==> config.mk <==
export PLATFORM = sky130hd
export DESIGN_NAME = prio_grant_enc_flat
export DESIGN_NICKNAME = d
export VERILOG_FILES = /design/src/rtl/prio_grant_if.sv /design/src/rtl/prio_grant_enc.sv /design/src/flat_wrapper.sv
export SDC_FILE = /design/constraint.sdc
export NUM_CORES = 1
export LEC_CHECK = 0
export ABC_AREA = 1
export CAP_MARGIN = 20
export CORE_AREA = 2 2 39 41
export DETAILED_ROUTE_END_ITERATION = 10
export DIE_AREA = 0 0 41 43
export PLACE_DENSITY = 0.58
export SKIP_CTS_REPAIR_TIMING = 1
export SLEW_MARGIN = 10
export SYNTH_ARGS = -nofsm -noshare
export SYNTH_HDL_FRONTEND = slang
export SYNTH_SLANG_ARGS = --single-unit
==> constraint.sdc <==
create_clock -name clk -period 1 [get_ports clk]
set_input_delay 0.3 -clock clk [delete_from_list [all_inputs] [get_ports clk]]
set_output_delay 0.3 -clock clk [all_outputs]
set_load 0.005 [all_outputs]
==> src/rtl/prio_grant_if.sv <==
`default_nettype none
// +----------------------------------------------------------------------------+
// | prio_grant_if                                                              |
// | Request / grant handshake bundle between N requesters and prio_grant_enc.  |
// | Rev 1.0 - initial release                                                  |
// +----------------------------------------------------------------------------+
interface prio_grant_if #(
    parameter int N = 4
);
    localparam int IW = $clog2(N);

    logic [N-1:0]  req;
    logic          grant_ack;
    logic          grant_vld;
    logic [IW-1:0] grant_idx;
    logic [N-1:0]  grant_oh;
    logic          req_any;

    modport master (
        output req,
        output grant_ack,
        input  grant_vld,
        input  grant_idx,
        input  grant_oh,
        input  req_any
    );

    modport slave (
        input  req,
        input  grant_ack,
        output grant_vld,
        output grant_idx,
        output grant_oh,
        output req_any
    );
endinterface
`default_nettype wire

==> src/rtl/prio_grant_enc.sv <==
`default_nettype none
// +----------------------------------------------------------------------------+
// | prio_grant_enc                                                             |
// | Registered N-input priority encoder with a grant held until acknowledged.  |
// | Fixed highest-index-first priority; rotating priority when                 |
// | PRIO_GRANT_ROUND_ROBIN_EN is defined.                                      |
// | Rev 1.0 - initial release                                                  |
// +----------------------------------------------------------------------------+
module prio_grant_enc #(
    parameter int N = 4
) (
    input  wire logic   clk,
    input  wire logic   rst_n,
    prio_grant_if.slave bus
);
    localparam int IW = $clog2(N);

    localparam logic [0:0] S_IDLE = 1'b0;
    localparam logic [0:0] S_HOLD = 1'b1;

    logic [0:0]    r_state;
    logic [IW-1:0] r_idx;
    logic [N-1:0]  r_oh;

    logic          w_req_any;
    logic          w_arb;
    logic [IW-1:0] w_win_idx;
    logic [N-1:0]  w_win_oh;

    assign w_req_any = |bus.req;

    // Arbitration happens from IDLE, or from HOLD on the accepting edge.
    assign w_arb = (r_state == S_IDLE) || bus.grant_ack;

`ifdef PRIO_GRANT_ROUND_ROBIN_EN
    logic [IW-1:0] r_ptr;
    logic [IW-1:0] w_ptr_nxt;
    logic          w_found;

    function automatic logic [IW-1:0] rr_slot(input logic [IW-1:0] p, input int i);
        int s;
        s = int'(p) - i;
        if (s < 0) begin
            s = s + N;
        end
        return IW'(s);
    endfunction

    // Scan downward from the pointer with wrap; the first set bit wins.
    always_comb begin
        w_win_idx = '0;
        w_found   = 1'b0;
        for (int i = 0; i < N; i++) begin
            if (!w_found && bus.req[rr_slot(r_ptr, i)]) begin
                w_win_idx = rr_slot(r_ptr, i);
                w_found   = 1'b1;
            end
        end
    end

    assign w_ptr_nxt = (w_win_idx == '0) ? IW'(N - 1) : (w_win_idx - IW'(1));

    always_ff @(posedge clk or negedge rst_n) begin
        if (!rst_n) begin
            r_ptr <= IW'(N - 1);
        end else if (w_arb && w_req_any) begin
            r_ptr <= w_ptr_nxt;
        end
    end
`else
    always_comb begin
        w_win_idx = '0;
        for (int i = 0; i < N; i++) begin
            if (bus.req[i]) begin
                w_win_idx = IW'(i);
            end
        end
    end
`endif

    assign w_win_oh = N'(1) << w_win_idx;

    always_ff @(posedge clk or negedge rst_n) begin
        if (!rst_n) begin
            r_state <= S_IDLE;
            r_idx   <= '0;
            r_oh    <= '0;
        end else if (w_arb) begin
            if (w_req_any) begin
                r_state <= S_HOLD;
                r_idx   <= w_win_idx;
                r_oh    <= w_win_oh;
            end else begin
                r_state <= S_IDLE;
                r_idx   <= '0;
                r_oh    <= '0;
            end
        end
    end

    assign bus.grant_vld = (r_state == S_HOLD);
    assign bus.grant_idx = r_idx;
    assign bus.grant_oh  = r_oh;
    assign bus.req_any   = w_req_any;

endmodule
`default_nettype wire

==> src/flat_wrapper.sv <==
// flat-port wrapper written by rule: the top's interface ports become plain ports
module prio_grant_enc_flat 
#(
    parameter int N = 4
)
  (clk, rst_n, bus_req, bus_grant_ack, bus_grant_vld, bus_grant_idx, bus_grant_oh, bus_req_any);
  prio_grant_if #(.N(N)) bus_i ();
  input  wire logic clk;
  input  wire logic rst_n;
  input wire logic [$bits(bus_i.req)-1:0] bus_req;
  input wire logic [$bits(bus_i.grant_ack)-1:0] bus_grant_ack;
  output wire logic [$bits(bus_i.grant_vld)-1:0] bus_grant_vld;
  output wire logic [$bits(bus_i.grant_idx)-1:0] bus_grant_idx;
  output wire logic [$bits(bus_i.grant_oh)-1:0] bus_grant_oh;
  output wire logic [$bits(bus_i.req_any)-1:0] bus_req_any;
  assign bus_i.req = bus_req;
  assign bus_i.grant_ack = bus_grant_ack;
  assign bus_grant_vld = bus_i.grant_vld;
  assign bus_grant_idx = bus_i.grant_idx;
  assign bus_grant_oh = bus_i.grant_oh;
  assign bus_req_any = bus_i.req_any;
  prio_grant_enc #(.N(N)) u_core (.clk(clk), .rst_n(rst_n), .bus(bus_i));
endmodule
==> results list, run 1 <==
- Result of the run: finished with violations
- Violated checks: negative setup slack
* Post-route setup slack: -0.03730 ns
- Dividing the detail-routed wire length by the instance count gives 8.857 um.
- Main synth FF type: sky130_fd_sc_hd__dfrtp_1
- The core region is 0.001384 sq mm.
- Final-layout fill cell count: 160
- Setup repair after global routing could not meet its margin everywhere.
- Endpoint kind of the worst setup timing path: output port
- Root buf cell: sky130_fd_sc_hd__clkbuf_4
- Leading post-synthesis cells by instance count: sky130_fd_sc_hd__nand2_1, sky130_fd_sc_hd__dfrtp_1, sky130_fd_sc_hd__nor2_1
- Counting every net in the synthesized netlist gives 42.
* Area used by sequential logic in the layout: 175.2 sq um
- Share of layout cells above drive strength 1: 0.4590
- Hold_sp: bus_req[0]
- Worst setup skew after layout: 0.002367 ns
- CP Data Required Time: 0.70 ns
* Total Routing Usage GR: 0.09432
- Net count, final: 69
- Of all flip-flops after synthesis, the portion carrying an async set or reset was 1.000.
- Port buffer count: 14
- Sum of overflow across all layers after global routing: 0
- Pin placement for this block handled 15 I/O pins.
* Worst path arrival time: 0.74 ns
* Number of hold-slack violations in the final timing report: 0
- Of the available clock period, the critical path in the final layout requires 1.037.
* Count of flip-flops with a built-in enable after synthesis: 0
- In this run the remaining antenna-violating nets after routing total 0.
- Flip-flop and latch count after synthesis: 7
- Via count of the first global-routing pass: 264
- Summed over all nets, the half-perimeter wirelength after detailed placement is 486.9 um.
- The die covers 0.001763 sq mm.
* Final wirelength: 682 um
- In this run the worst path has a maximum fanout of 2.
* Floorplan row count: 14
* Maximum clock frequency: 964.0 MHz
* Die span in x: 41 um
- Setup violations remaining at the end of the flow were counted as 8.
* Syn_area_per_cell: 8.508 sq um
* Launching element type of the critical path: flip-flop
- IR Drop Worst-Case VDD: 0.5374 mV
- Synth cell types: 11
- CTS max path bufs: 2
- Start point of the critical path: u_core.bus.grant_oh[3]
* Startpoint of the worst register-to-register path: u_core.bus.grant_vld
- Transition time at the pin with the least slew margin: 0.3127 ns
- Headroom to the max-slew limit: 0.7909
- Path category of the worst min-delay check: in -> reg
- The later pin in the worst-skew pair is clocked with a latency of 0.25 ns.
- Number of diodes added for antenna fixing: 0
* Count of mapped cells out of synthesis: 35
- Power spread over the standard cell area amounts to 1411 mW/mm^2.
* Most numerous cell in the Yosys netlist: sky130_fd_sc_hd__nand2_1
- Min Clock Period, post-route: 1.037 ns
- Number of clock buffers inserted by TritonCTS: 3
* Clock tree sinks: 7
- Top Family by Delay on Critical Path: flip-flops
- Area added between synthesis and finish: 65.97%
- Post-synthesis sequential area ratio: 0.5882
- The number of antenna violations at the first check in global routing was 0.
- Pin count of the biggest net entering global routing: 9
- Final Total Pwr: 697.3 uW
- Residual DRC count: 0
- In the routed layout, each cell is associated on average with a via count of 3.792.
* Number of DRC markers after the initial detailed-route iteration: 2
- Via count: 292
- At the end of routability-driven placement, the weighted congestion stood at 0.7551.
- The first global-routing pass estimated 1041 um of wire.
- Max-cap viol count: 0
- The largest single stage delay on the critical path is 0.37 ns.
- In this run the static leakage power is 0.0002747 uW.
* Clock H-tree levels: 1
* Detailed-router iteration count before antenna repair: 4
- TritonCTS built the clock tree.
- Vertical die dimension: 43 um
- Number of buffers and inverters on the critical path: 1
- In the final layout, the multi-input gates occupy 115.1 sq um.
* Largest cells by area after synthesis: sky130_fd_sc_hd__dfrtp_1, sky130_fd_sc_hd__nand2_1, sky130_fd_sc_hd__nor2_1
- For this run, the number of Yosys warnings is 0.
* WHS: 0.2740 ns
* CP Class: reg -> out
- For this configuration, the core starts out at a cell density of 0.2152.
- Cell with the largest stage delay on the worst path: sky130_fd_sc_hd__dfrtp_1
- The share of synthesized area in the top cell type comes to 0.5882.
- List of cells traversed by the critical path: clkbuf_2
- Number of slew-limit violations in the final report: 0
- After clock tree synthesis, the clock-pin slew on the worst setup and hold paths is 0.05 ns.
- Summing every instance area after synthesis gives 297.8 sq um.
* Dominant cell type by area after synthesis: sky130_fd_sc_hd__dfrtp_1
## routing by layer
metal / track usage / wire (um) / vias to the layer above
met4: 0.1000 / 0 / 0
met1: 0.1296 / 312 / 126
met5: 0 / 0 / -
met2: 0.1094 / 313 / 9
met3: 0.02094 / 55 / 0
li1: - / - / 157
## state kept, by name, summed over array words and instances (netlist names)
signal and count:
u_core.bus.grant_vld 1, u_core.bus.grant_oh 4, u_core.bus.grant_idx 2
## power by group
| part | internal (uW) | switching, uW | total, uW |
|---|---|---|---|
| clock | 153 | 111 | 264 |
| combinational | 65.4 | 55.3 | 121 |
| sequential | 304 | 9.49 | 313 |
## metrics by stage
stage | cell area (sq um) | instances | TNS (ns) | util | setup slack (ns)
after floorplan | 297.8 | 35 | 0 | - | 0.1563
after global placement | 488.0 | 69 | -3.579 | 0.3526 | -0.7477
after detailed placement | 488.0 | 69 | -3.548 | 0.3526 | -0.7331
after CTS | 514.2 | 73 | -3.714 | 0.3716 | -0.7469
after global routing | 494.2 | 77 | -0.5134 | 0.3571 | -0.07389
final | 494.2 | 77 | -0.2636 | 0.3571 | -0.03730
## logic make-up after synthesis
family          count (synthesis)  share of synthesized area
flops                           7                     0.5882
buf+inv                         4                    0.05041
compound gates                  2                    0.03358
simple gates                   22                     0.3277
## worst paths after layout
check	to	slack, ns	cells past startpoint
setup / recovery	bus_grant_oh[3]	-0.04	1
hold / removal	u_core.bus.grant_vld	0.27	3
setup reg to reg	u_core.bus.grant_idx[0]	0.11	4
hold reg to reg	u_core.bus.grant_oh[1]	0.48	2
max in group asynchronous	u_core.bus.grant_idx[1]	0.46	1
min in group asynchronous	u_core.bus.grant_idx[0]	0.30	1
## placed cells by master, fill, tap and decap left out
| cell | instances |
|---|---|
| sky130_fd_sc_hd__clkbuf_1 | 1 |
| sky130_fd_sc_hd__o21ai_1 | 1 |
| sky130_fd_sc_hd__a21oi_1 | 1 |
| sky130_fd_sc_hd__inv_2 | 1 |
| sky130_fd_sc_hd__nor3_1 | 1 |
| sky130_fd_sc_hd__inv_1 | 3 |
| sky130_fd_sc_hd__nor2_1 | 5 |
| sky130_fd_sc_hd__nand3_1 | 1 |
| sky130_fd_sc_hd__nand2_1 | 11 |
| sky130_fd_sc_hd__buf_4 | 8 |
| sky130_fd_sc_hd__clkbuf_4 | 3 |
| sky130_fd_sc_hd__buf_2 | 1 |
| sky130_fd_sc_hd__dlymetal6s2s_1 | 1 |
| sky130_fd_sc_hd__nor2_4 | 2 |
| sky130_fd_sc_hd__clkdlybuf4s50_1 | 1 |
| sky130_fd_sc_hd__nor2_2 | 2 |
| sky130_fd_sc_hd__dfrtp_1 | 7 |
| sky130_fd_sc_hd__clkbuf_2 | 11 |
## worst min-delay path, delay by kind of cell
| kind | cells | cell delay, ns |
|---|---|---|
| buffers and inverters | 1 | 0.10 |
| AND/OR/NAND/NOR | 2 | 0.09 |
## area by class of cell
cell class              count  share of cell area
clock buffers               4             0.05316
inverters                   4             0.03038
multi-input cells          24              0.2329
flip-flops and latches      7              0.3544
well taps                  16             0.04051
repair buffers             22              0.2886
No activity file was read; power rests on OpenSTA's default activity.
==> run 2, diff against run 1 <==
==> constraint.sdc (replaced) <==
create_clock -name clk -period 1.3 [get_ports clk]
set_input_delay 0.39 -clock clk [delete_from_list [all_inputs] [get_ports clk]]
set_output_delay 0.39 -clock clk [all_outputs]
set_load 0.005 [all_outputs]
==> results list, run 2 (synthesis gave the netlist of run 1 again) <==
* Result of the run: completed
- For this design the top-level I/O count stands at 15.
- Routability-driven placement congestion ratio: 0.7560
* Via count: 277
* Core Region: 0.001384 sq mm
* Max-cap viol count: 0
* Number of DRC markers after the initial detailed-route iteration: 7
- For met3 alone, demand over resource in global routing was 0.06283.
- Final wirelength: 653 um
- CP Data Required Time: 0.91 ns
* Maximum clock frequency: 797.3 MHz
- Worst reg2reg setup slack: 0.39 ns
* Leakage: 0.0003411 uW
- For the final database, setup skew stands at 0.004632 ns.
- Post-route setup TNS: 0 ns
* Net count, final: 64
* Port buffer count: 14
- STA puts the critical path data arrival time at 0.86 ns.
- The die covers 0.001763 sq mm.
- VDD sags by at most 0.8414 mV.
- At the pin with the least slew margin, the transition time is 0.3301 ns.
* Antenna violation net count after detailed routing: 0
- The worst register-to-register path has a depth of 5.
- The total overflow left after global routing is 0.
- CTS built an H-tree with a depth of 1.
- Most used cells in the layout excluding fill and tap cells: sky130_fd_sc_hd__nand2_1, sky130_fd_sc_hd__dlymetal6s2s_1, sky130_fd_sc_hd__dfrtp_1
- Met2 Use GR: 0.1188
- The area growth from synthesis to layout is 78.57%.
- The longest clock path from root to sink contains 2 buffers.
- The register with the most flip-flops in the layout has 4 of them.
- Final core occ: 0.3843
- Detailed-router iteration count before antenna repair: 3
* Total Routing Usage GR: 0.09524
- Largest stage delay on the critical path: 0.14 ns
* Number of hold-slack violations in the final timing report: 0
* Headroom to the max-slew limit: 0.7792
- Pin count of the biggest net entering global routing: 9
* List of cells traversed by the critical path: dlymetal6s2s_1 -> nor2_2 -> nand2_1 -> buf_2
* Startpoint of the worst register-to-register path: u_core.bus.grant_vld
- The via count of the first global-routing pass came to 255.
- The clock reaches the later pin of the worst-skew pair after 0.25 ns.
* Routed wirelength normalized by instance count: 9.069 um
- The number of max-slew violations in the final report is 0.
* Launching element type of the critical path: input port
- Endpoint kind of the worst setup timing path: output port
- Tracing the worst setup path back leads to its startpoint at bus_req[3].
- Worst setup path end: bus_req_any
* Placed cells: 68
* Met1 track demand over resource: 0.1258
- Of the cells placed in the final design, the portion with a size suffix greater than 1 is 0.2143.
- CTS placed an instance of sky130_fd_sc_hd__clkbuf_4 at the clock tree root.
- Final Total Pwr: 524.6 uW
- Row generation in the floorplan step produced 14 rows.
- Via density per instance: 3.847
- Initial Util: 0.2152
* Path category of the worst min-delay check: in -> reg
- Across all hold checks on the routed design, the worst slack comes to 0.3748 ns.
- Unrepaired setup endpoints after global routing: false
- Cell with the largest stage delay on the worst path: sky130_fd_sc_hd__dlymetal6s2s_1
- Dividing the final minimum period by the clock period gives 0.9647.
* CP Class: in -> out
- Min Clock Period, post-route: 1.254 ns
* Final setup vio count: 0
- Vertical die dimension: 43 um
- Count of placed standard cells in the final layout, fillers left out: 72
* Number of clock buffers inserted by TritonCTS: 3
- Number of diodes added for antenna fixing: 0
- Crit-path max FO: 2
- In this run the power density over the cells is 986.6 mW/mm^2.
- Clock tree synthesis found a total of 7 sinks.
- After detailed routing, the number of remaining DRC violations is 0.
* RR Endpoint: u_core.bus.grant_oh[3]
- First-pass GRT wire length: 1090 um
* Die span in x: 41 um
- TritonCTS built the clock tree.
* Clk slew on worst S/H paths: 0.05 ns
* Gr busiest metal: met1
* Antenna violations before repair: 0
- Once detailed placement completed, the half-perimeter wirelength came to 495.6 um.
-- run 2: changes by cell type in the layout (fill, tap and decap cells not counted) --
| cell | delta |
|---|---|
| sky130_fd_sc_hd__nor2_4 | -1 |
| sky130_fd_sc_hd__nor2_2 | +1 |
| sky130_fd_sc_hd__buf_4 | -5 |
| sky130_fd_sc_hd__clkbuf_2 | -11 |
| sky130_fd_sc_hd__clkdlybuf4s50_1 | +1 |
| sky130_fd_sc_hd__dlymetal6s2s_1 | +10 |
-- run 2: layout make-up --
| class | count | area (sq um) |
|---|---|---|
| flip-flops and latches | 7 | 175.2 |
| repair buffers | 17 | 185.2 |
| multi-input cells | 24 | 110.1 |
| inverters | 4 | 15.01 |
| well taps | 16 | 20.02 |
| clock buffers | 4 | 26.28 |
| fillers | 146 | 852.1 |
-- run 2: per-stage QoR --
step,setup WS (ns),cell area [sq um]
2_1_floorplan,0.3265,297.8
3_3_place_gp,-0.6277,480.5
3_5_place_dp,-0.6259,480.5
4_1_cts,-0.6346,506.7
5_1_grt,0.01875,531.8
6_report,0.04584,531.8
-- run 2: how the worst min path moves through the flow --
| stage | start | end | depth (start not counted) | slack [ns] |
|---|---|---|---|---|
| final | bus_req[0] | u_core.bus.grant_vld | 3 | 0.37 |
| after global routing | bus_req[0] | u_core.bus.grant_vld | 3 | 0.40 |
| after CTS | rst_n | u_core.bus.grant_vld | 1 | 0.41 |
| after detailed placement | u_core.bus.grant_oh[0] | u_core.bus.grant_oh[0] | 2 | 0.47 |
| after global placement | u_core.bus.grant_oh[1] | u_core.bus.grant_oh[1] | 2 | 0.46 |
| after floorplan | rst_n | u_core.bus.grant_idx[0] | 0 | 0.09 |
-- run 2: metal layers --
layer / wire, um / vias to the layer above
met5: 0 / -
met4: 0 / 0
met3: 71 / 0
met2: 295 / 12
met1: 286 / 116
li1: - / 149
-- run 2: worst max-delay path, delay by kind of cell --
family	cells	cell delay [ns]
buffers and inverters	2	0.27
AND/OR/NAND/NOR	2	0.20
-- run 2: power breakdown --
part / total (uW) / internal, uW / switching [uW] / leakage [uW]
Combinational: 91.8 / 52.6 / 39.1 / 0.000244
Clock: 192 / 117 / 75.2 / 0.0000150
Sequential: 241 / 234 / 7.11 / 0.0000820
Total: 525 / 403 / 121 / 0.000341
